File: config.mk
export PLATFORM = sky130hd
export DESIGN_NAME = operand_selector_param_flat
export DESIGN_NICKNAME = d
export VERILOG_FILES = /design/src/rtl/operand_selector_param_if.sv /design/src/rtl/operand_selector_param.sv /design/src/flat_wrapper.sv
export SDC_FILE = /design/constraint.sdc
export NUM_CORES = 1
export LEC_CHECK = 0
export CAP_MARGIN = 20
export CORE_MARGIN = 3
export CORE_UTILIZATION = 35
export DETAILED_ROUTE_END_ITERATION = 6
export MAX_ROUTING_LAYER = met4
export PLACE_DENSITY = 0.63
export SYNTH_ARGS = -nofsm -noshare
export SYNTH_HDL_FRONTEND = slang
export SYNTH_SLANG_ARGS = --single-unit
File: constraint.sdc
create_clock -name clk -period 13.4 [get_ports clk]
set_input_delay 2.01 -clock clk [delete_from_list [all_inputs] [get_ports clk]]
set_output_delay 2.01 -clock clk [all_outputs]
set_load 0.01 [all_outputs]
File: src/rtl/operand_selector_param_if.sv
// operand_selector_param_if: control, metadata and result signals of the operand selector
interface operand_selector_param_if #(
  parameter int NUM_SLOTS = 10,
  parameter int ID_W = 4,
  parameter int DIM_W = 3
);
  logic start_select;
  logic abort;
  logic manual_mode;
  logic [2:0] op_type;
  logic [ID_W-1:0] user_id_a;
  logic [ID_W-1:0] user_id_b;
  logic user_input_valid;
  logic [NUM_SLOTS*DIM_W-1:0] meta_m_flat;
  logic [NUM_SLOTS*DIM_W-1:0] meta_n_flat;
  logic [NUM_SLOTS-1:0] meta_valid;
  logic [ID_W-1:0] selected_a;
  logic [ID_W-1:0] selected_b;
  logic select_done;
  logic select_error;
  logic [2:0] err_code;
  logic busy;
  modport master (
    output start_select, abort, manual_mode, op_type, user_id_a, user_id_b, user_input_valid,
    output meta_m_flat, meta_n_flat, meta_valid,
    input selected_a, selected_b, select_done, select_error, err_code, busy
  );
  modport slave (
    input start_select, abort, manual_mode, op_type, user_id_a, user_id_b, user_input_valid,
    input meta_m_flat, meta_n_flat, meta_valid,
    output selected_a, selected_b, select_done, select_error, err_code, busy
  );
endinterface

File: src/rtl/operand_selector_param.sv
// operand_selector_param: picks matrix operand IDs manually or by LFSR draws with linear-scan fallback
module operand_selector_param #(
  parameter int NUM_SLOTS = 10,
  parameter int ID_W = 4,
  parameter int DIM_W = 3,
  parameter int MAX_TRIES = 10,
  parameter int TIMEOUT = 0,
  parameter logic [15:0] LFSR_SEED = 16'hACE1
) (
  input logic clk,
  input logic rst_n,
  operand_selector_param_if.slave bus
);
  localparam logic [2:0] IDLE = 3'd0, WAIT_INPUT = 3'd1, RAND_A = 3'd2, SCAN_A = 3'd3;
  localparam logic [2:0] RAND_B = 3'd4, SCAN_B = 3'd5, VALIDATE = 3'd6, ERROR = 3'd7;
  localparam int TW = $clog2(MAX_TRIES + 1);
  localparam int OW = $clog2(TIMEOUT + 2);
  localparam logic [TW-1:0] TRY_LAST = TW'(MAX_TRIES - 1);
  localparam logic [OW-1:0] TMO_LAST = OW'(TIMEOUT > 0 ? TIMEOUT - 1 : 0);
  localparam logic [ID_W-1:0] IDX_LAST = ID_W'(NUM_SLOTS - 1);
  localparam logic [ID_W:0] NS = (ID_W + 1)'(NUM_SLOTS);
  typedef logic [NUM_SLOTS*DIM_W-1:0] flat_t;
  function automatic logic [DIM_W-1:0] dim(input flat_t f, input logic [ID_W-1:0] id);
    dim = '0;
    for (int i = 0; i < NUM_SLOTS; i++) if (id == i[ID_W-1:0]) dim = f[i*DIM_W +: DIM_W];
  endfunction
  function automatic logic vld(input logic [NUM_SLOTS-1:0] v, input logic [ID_W-1:0] id);
    vld = 1'b0;
    for (int i = 0; i < NUM_SLOTS; i++) if (id == i[ID_W-1:0]) vld = v[i];
  endfunction
  function automatic logic in_range(input logic [ID_W-1:0] id);
    return {1'b0, id} < NS;
  endfunction
  function automatic logic compat(input logic [2:0] op, input logic [DIM_W-1:0] ma, na, mb, nb);
    return (op == 3'd0 || op == 3'd2) ? 1'b1 :
           (op == 3'd1) ? (ma == mb && na == nb) :
           (op == 3'd3) ? (na == mb) :
           (op == 3'd4) ? (mb <= ma && nb <= na) : 1'b0;
  endfunction
  logic [2:0] state_q, state_d, code_q, code_d, v_code, op;
  logic [15:0] lfsr_q;
  logic [TW-1:0] try_q, try_d;
  logic [OW-1:0] tmo_q, tmo_d;
  logic [ID_W-1:0] idx_q, idx_d, a_q, a_d, b_q, b_d, cand;
  logic [DIM_W-1:0] ma, na;
  logic done_q, done_d, err_q, err_d, single, a_hit, b_hit;
  assign op = bus.op_type;
  assign single = op == 3'd0 || op == 3'd2;
  assign cand = (state_q == RAND_A || state_q == RAND_B) ? lfsr_q[ID_W-1:0] : idx_q;
  assign ma = dim(bus.meta_m_flat, a_q);
  assign na = dim(bus.meta_n_flat, a_q);
  assign a_hit = vld(bus.meta_valid, cand);
  assign b_hit = a_hit && compat(op, ma, na, dim(bus.meta_m_flat, cand), dim(bus.meta_n_flat, cand));
  // first failing rule wins: range, opcode, A valid, B valid, dimensions
  assign v_code = (!in_range(a_q) || (!single && !in_range(b_q))) ? 3'd4 :
                  (op > 3'd4) ? 3'd7 :
                  !vld(bus.meta_valid, a_q) ? 3'd1 :
                  (!single && !vld(bus.meta_valid, b_q)) ? 3'd2 :
                  !compat(op, ma, na, dim(bus.meta_m_flat, b_q), dim(bus.meta_n_flat, b_q)) ? 3'd3 : 3'd0;
  always_comb begin
    state_d = state_q;
    try_d = try_q;
    tmo_d = tmo_q;
    idx_d = idx_q;
    a_d = a_q;
    b_d = b_q;
    done_d = 1'b0;
    err_d = err_q;
    code_d = code_q;
    if (bus.abort) begin
      state_d = IDLE;
      err_d = 1'b0;
      code_d = 3'd0;
    end else case (state_q)
      IDLE, ERROR: if (bus.start_select) begin
        err_d = 1'b0;
        code_d = 3'd0;
        try_d = '0;
        tmo_d = '0;
        idx_d = '0;
        state_d = bus.manual_mode ? WAIT_INPUT : RAND_A;
      end
      WAIT_INPUT: if (bus.user_input_valid) begin
        a_d = bus.user_id_a;
        b_d = bus.user_id_b;
        state_d = VALIDATE;
      end else if (TIMEOUT > 0 && tmo_q == TMO_LAST) begin
        state_d = ERROR;
        err_d = 1'b1;
        code_d = 3'd5;
      end else tmo_d = tmo_q + 1'b1;
      RAND_A, SCAN_A: if (a_hit) begin
        a_d = cand;
        b_d = cand;
        try_d = '0;
        idx_d = '0;
        state_d = (single || op > 3'd4) ? VALIDATE : RAND_B;
      end else if (state_q == RAND_A) begin
        try_d = try_q + 1'b1;
        if (try_q == TRY_LAST) state_d = SCAN_A;
      end else if (idx_q == IDX_LAST) begin
        state_d = ERROR;
        err_d = 1'b1;
        code_d = 3'd1;
      end else idx_d = idx_q + 1'b1;
      RAND_B, SCAN_B: if (b_hit) begin
        b_d = cand;
        state_d = VALIDATE;
      end else if (state_q == RAND_B) begin
        try_d = try_q + 1'b1;
        if (try_q == TRY_LAST) state_d = SCAN_B;
      end else if (idx_q == IDX_LAST) begin
        state_d = ERROR;
        err_d = 1'b1;
        code_d = 3'd6;
      end else idx_d = idx_q + 1'b1;
      default: begin
        done_d = v_code == 3'd0;
        err_d = v_code != 3'd0;
        code_d = v_code;
        state_d = (v_code == 3'd0) ? IDLE : ERROR;
      end
    endcase
  end
  always_ff @(posedge clk or negedge rst_n) begin
    if (!rst_n) begin
      state_q <= IDLE;
      lfsr_q <= LFSR_SEED;
      try_q <= '0;
      tmo_q <= '0;
      idx_q <= '0;
      a_q <= '0;
      b_q <= '0;
      done_q <= 1'b0;
      err_q <= 1'b0;
      code_q <= 3'd0;
    end else begin
      state_q <= state_d;
      lfsr_q <= {lfsr_q[14:0], lfsr_q[15] ^ lfsr_q[13] ^ lfsr_q[12] ^ lfsr_q[10]};
      try_q <= try_d;
      tmo_q <= tmo_d;
      idx_q <= idx_d;
      a_q <= a_d;
      b_q <= b_d;
      done_q <= done_d;
      err_q <= err_d;
      code_q <= code_d;
    end
  end
  assign bus.selected_a = a_q;
  assign bus.selected_b = b_q;
  assign bus.select_done = done_q;
  assign bus.select_error = err_q;
  assign bus.err_code = code_q;
  assign bus.busy = state_q != IDLE && state_q != ERROR;
endmodule

File: src/flat_wrapper.sv
// flat-port wrapper written by rule: the top's interface ports become plain ports
module operand_selector_param_flat 
#(
  parameter int NUM_SLOTS = 10,
  parameter int ID_W = 4,
  parameter int DIM_W = 3,
  parameter int MAX_TRIES = 10,
  parameter int TIMEOUT = 0,
  parameter logic [15:0] LFSR_SEED = 16'hACE1
)
  (clk, rst_n, bus_start_select, bus_abort, bus_manual_mode, bus_op_type, bus_user_id_a, bus_user_id_b, bus_user_input_valid, bus_meta_m_flat, bus_meta_n_flat, bus_meta_valid, bus_selected_a, bus_selected_b, bus_select_done, bus_select_error, bus_err_code, bus_busy);
  operand_selector_param_if #(.NUM_SLOTS(NUM_SLOTS), .ID_W(ID_W), .DIM_W(DIM_W)) bus_i ();
  input logic clk;
  input logic rst_n;
  input wire logic [$bits(bus_i.start_select)-1:0] bus_start_select;
  input wire logic [$bits(bus_i.abort)-1:0] bus_abort;
  input wire logic [$bits(bus_i.manual_mode)-1:0] bus_manual_mode;
  input wire logic [$bits(bus_i.op_type)-1:0] bus_op_type;
  input wire logic [$bits(bus_i.user_id_a)-1:0] bus_user_id_a;
  input wire logic [$bits(bus_i.user_id_b)-1:0] bus_user_id_b;
  input wire logic [$bits(bus_i.user_input_valid)-1:0] bus_user_input_valid;
  input wire logic [$bits(bus_i.meta_m_flat)-1:0] bus_meta_m_flat;
  input wire logic [$bits(bus_i.meta_n_flat)-1:0] bus_meta_n_flat;
  input wire logic [$bits(bus_i.meta_valid)-1:0] bus_meta_valid;
  output wire logic [$bits(bus_i.selected_a)-1:0] bus_selected_a;
  output wire logic [$bits(bus_i.selected_b)-1:0] bus_selected_b;
  output wire logic [$bits(bus_i.select_done)-1:0] bus_select_done;
  output wire logic [$bits(bus_i.select_error)-1:0] bus_select_error;
  output wire logic [$bits(bus_i.err_code)-1:0] bus_err_code;
  output wire logic [$bits(bus_i.busy)-1:0] bus_busy;
  assign bus_i.start_select = bus_start_select;
  assign bus_i.abort = bus_abort;
  assign bus_i.manual_mode = bus_manual_mode;
  assign bus_i.op_type = bus_op_type;
  assign bus_i.user_id_a = bus_user_id_a;
  assign bus_i.user_id_b = bus_user_id_b;
  assign bus_i.user_input_valid = bus_user_input_valid;
  assign bus_i.meta_m_flat = bus_meta_m_flat;
  assign bus_i.meta_n_flat = bus_meta_n_flat;
  assign bus_i.meta_valid = bus_meta_valid;
  assign bus_selected_a = bus_i.selected_a;
  assign bus_selected_b = bus_i.selected_b;
  assign bus_select_done = bus_i.select_done;
  assign bus_select_error = bus_i.select_error;
  assign bus_err_code = bus_i.err_code;
  assign bus_busy = bus_i.busy;
  operand_selector_param #(.NUM_SLOTS(NUM_SLOTS), .ID_W(ID_W), .DIM_W(DIM_W), .MAX_TRIES(MAX_TRIES), .TIMEOUT(TIMEOUT), .LFSR_SEED(LFSR_SEED)) u_core (.clk(clk), .rst_n(rst_n), .bus(bus_i));
endmodule
==> flow_metrics.env <==
export IMPL_power_share_combinational_pct=70.9
export IMPL_pwr_share_seq_pct=18.0
export IMPL_whs_ns=0.351
export IMPL_crit_type="input pin to register"
export IMPL_drt_total_wl_mm=19.1
export IMPL_setup_worst_path_start_class="input pin"
export IMPL_swShare_pct=49.5
export IMPL_path_buf_inv=1
export IMPL_hold_class="register to register"
export IMPL_setup_worst_path_end="u_core.state_q[0]"
export IMPL_synth_top_area_share_pct=16.0
export IMPL_htreeDepth=2
export IMPL_synthMuxAreaShare_pct=19.7
export IMPL_drv_cap=0
export IMPL_antenna_found_initial=0
export IMPL_synth_compound_area_share_pct=28.4
export IMPL_synth_async_sr_flop_share_pct=100
export IMPL_rsz0062_at_grt="no"
export IMPL_fin_crit_ns=5.86
export IMPL_worstMarginPinSlew_ns=1.15
export IMPL_path_clk_slew_ns=0.06
export IMPL_dp_cells=842
export IMPL_postCtsSetupBuffers=0
export IMPL_r2r_cells=16
export IMPL_ant_nets=0
export IMPL_ys_flop_type="dfrtp_1"
export IMPL_synth_xor_area_share_pct=2.05
export IMPL_crit_start="bus_meta_n_flat[11]"
export IMPL_cts_buffers=5
export IMPL_status="complete, no violations"
export IMPL_top_layer="met4"
export IMPL_r2r_start="u_core.state_q[2]"
export IMPL_cts_sinks=40
export IMPL_postCtsHoldBufs=0
export IMPL_yosys_top_cells_count="48 x nor2_1, 45 x nand2_1, 43 x o21ai_0"
export IMPL_worstPathRequired_ns=13.57
export IMPL_synthAdderAreaFrac_pct=4.01
export IMPL_synth_seq_area_share_pct=20.2
export IMPL_wl_per_cell_microns=22.5
export IMPL_synthSimpleGateAreaFrac_pct=20.6
export IMPL_post_route_period_util_pct=43.7
export IMPL_die_x_microns=126
export IMPL_timing_setup_tns_ns=0
export IMPL_ys_warn_count=0
export IMPL_ctsRootBufferMaster="clkbuf_16"
export IMPL_min_from="u_core.lfsr_q[5]"
export IMPL_crit_chain="clkdlybuf4s50_1 -> mux4_2 -> nor2_1 -> a31oi_1 -> a221oi_1 -> ha_1 -> o21a_1 -> o21ai_0 -> nand3_1 -> a21oi_1 -> a41oi_1 -> or4_1 -> o21ai_0 -> nor3_1 -> mux2_1"
export IMPL_post_cts_resized=0
export IMPL_hpwl_mm=14.2
export IMPL_cts_tree="built"
export IMPL_yosys_area_top_type="dfrtp_1"
export IMPL_finalSetupViolCount=0
export IMPL_clk_latency_ns=0.28
export IMPL_drive_gt1_share_pct=10.7
export IMPL_synth_edf_count=0
export IMPL_coreArea_sq_um=13900
export IMPL_final_nets=772
export IMPL_maxSlewViolCount=0
export IMPL_cp_arrival_ns=6.02
export IMPL_grt_usage_pct=24.0
export IMPL_num_io_pins=101
export IMPL_grt_max_degree=41
export IMPL_peakVddDrop_v=0.0000791
export IMPL_avgViaCountPerCell=6.37
export IMPL_finClkSkew_ns=0.00787
export IMPL_num_antenna_cells=0
export IMPL_instances_no_fill=850
export IMPL_crit_path_top_delay_cell="a221oi_1"
export IMPL_critPathMaxStageDelay_ns=0.63
export IMPL_wl_met2_mm=9.15
export IMPL_reg2reg_to="u_core.state_q[0]"
export IMPL_overflow=0
export IMPL_rrSetupSlack_ns=7.73
export IMPL_timing_critical_path_mode_cell="o21ai_0"
export IMPL_cts_buffer_depth=2
export IMPL_wl_met3_mm=1.43
export IMPL_synth_cell_type_count=83
export IMPL_path_max_fanout=4
export IMPL_netlist_area_sq_um=5000
export IMPL_cp_depth=15
export IMPL_drc=0
export IMPL_rows=43
export IMPL_synthTopCellsByArea="dfrtp_1 16%, mux4_2 10%, mux2i_1 6.4%"
export IMPL_leakagePower_uw=0.00236
export IMPL_vias=5414
export IMPL_synth_cells=597
export IMPL_cp_end_kind="register"
export IMPL_synth_seq_cells=40
export IMPL_grt_pass1_vias=5308
export IMPL_synth_top_family_by_area="compound AO/OA/AOI/OAI gates"
export IMPL_power_density_nw_per_um2=195
export IMPL_p_sw_uw=603
export IMPL_synth_most_common_cell="nor2_1"
export IMPL_hold_violations=0
export IMPL_grt_pass1_wl_mm=29.9
export IMPL_postSynthAreaPerCell_sq_um=8.37
export IMPL_power_frac_clock_pct=11.1
export IMPL_firstDrtPassIters=5
export IMPL_syn_nets=700
export IMPL_drt_met1_wl_mm=8.05
export IMPL_area_delta_synth_final_pct=25.4
export IMPL_drt_iter0_drc=613
export IMPL_port_buffers=100
export IMPL_gp_congestion=1.01
export IMPL_die_area_sq_um=15800
export IMPL_p_int_uw=616
export IMPL_max_freq_mhz=171
export IMPL_cp_top_family="compound AO/OA/AOI/OAI gates"
export IMPL_die_y_microns=126
export IMPL_slew_limit_headroom_pct=23.0
export IMPL_initial_core_util_pct=35.9
-- cell type report --
class / instances / area (sq um)
timing repair buffer: 106 / 1040
clock buffer: 5 / 125
fill: 1390 / 7670
tap: 180 / 225
multi-input combinational: 494 / 3740
sequential: 40 / 1010
clock inverter: 3 / 42.5
inverter: 22 / 82.6
-- sequential cells by signal (all words and copies together) (netlist names) --
signal / flops
u_core.bus.selected_b: 4
u_core.state_q: 3
u_core.lfsr_q: 16
u_core.try_q: 4
u_core.bus.select_error: 1
u_core.bus.selected_a: 4
u_core.idx_q: 4
u_core.bus.select_done: 1
u_core.bus.err_code: 3
-- stage by stage --
| step | utilization, % | area, sq um | power [uW] | setup WS (ns) |
|---|---|---|---|---|
| finish | 45.0 | 6270 | 1220 | 7.54 |
| global route | 45.0 | 6270 | 1310 | 7.23 |
| CTS | 45.0 | 6270 | 1210 | 7.58 |
| detailed placement | 43.8 | 6100 | 1070 | 7.31 |
| global placement | 43.8 | 6100 | 1060 | 7.42 |
| floorplan | - | 5000 | 812 | 8.24 |
-- worst min path at each step --
stage                                   to  slack (ns)  cells past startpoint
after floorplan           u_core.lfsr_q[9]        0.33                      0
after global placement    u_core.lfsr_q[5]        0.34                      0
after detailed placement  u_core.lfsr_q[9]        0.34                      0
after CTS                 u_core.lfsr_q[6]        0.35                      0
after global routing      u_core.lfsr_q[6]        0.36                      0
final                     u_core.lfsr_q[6]        0.35                      0
-- per-layer routing --
| metal | vias to the layer above | track usage (%) |
|---|---|---|
| li1 | 2442 | - |
| met1 | 2635 | 31.8 |
| met2 | 296 | 38.6 |
| met5 | - | - |
| met4 | 0 | 7.14 |
| met3 | 41 | 2.99 |
-- layout by cell type (no fill, tap or decap), drive strengths merged, types with 8 or more instances in the layout --
cell type and count:
a21oi 39, a221oi 9, mux4 23, nor2 49, nand2b 16, ha 16
mux2 13, o21ai 45, a22oi 11, o22ai 9, nor3 12, o21a 8
a31oi 9, dfrtp 32, dfstp 8, nand2 46, clkdlybuf4s50 99, mux2i 32
inv 22, nand3 15, nor2b 16
-- cell families after synthesis --
logic type,count (synthesis)
xor+xnor,10
fa+ha+maj,16
simple gates,199
buf+inv,63
mux,68
compound gates,201
flops,40
-- power by group through the flow --
stage / logic (uW) / registers [uW] / clock network (uW)
2_1_floorplan: 636 / 176 / 0
3_3_place_gp: 841 / 218 / 0
3_5_place_dp: 848 / 218 / 0
4_1_cts: 855 / 216 / 138
5_1_grt: 942 / 224 / 143
6_report: 864 / 220 / 135
Note: power is estimated with default switching activity, not from simulation.
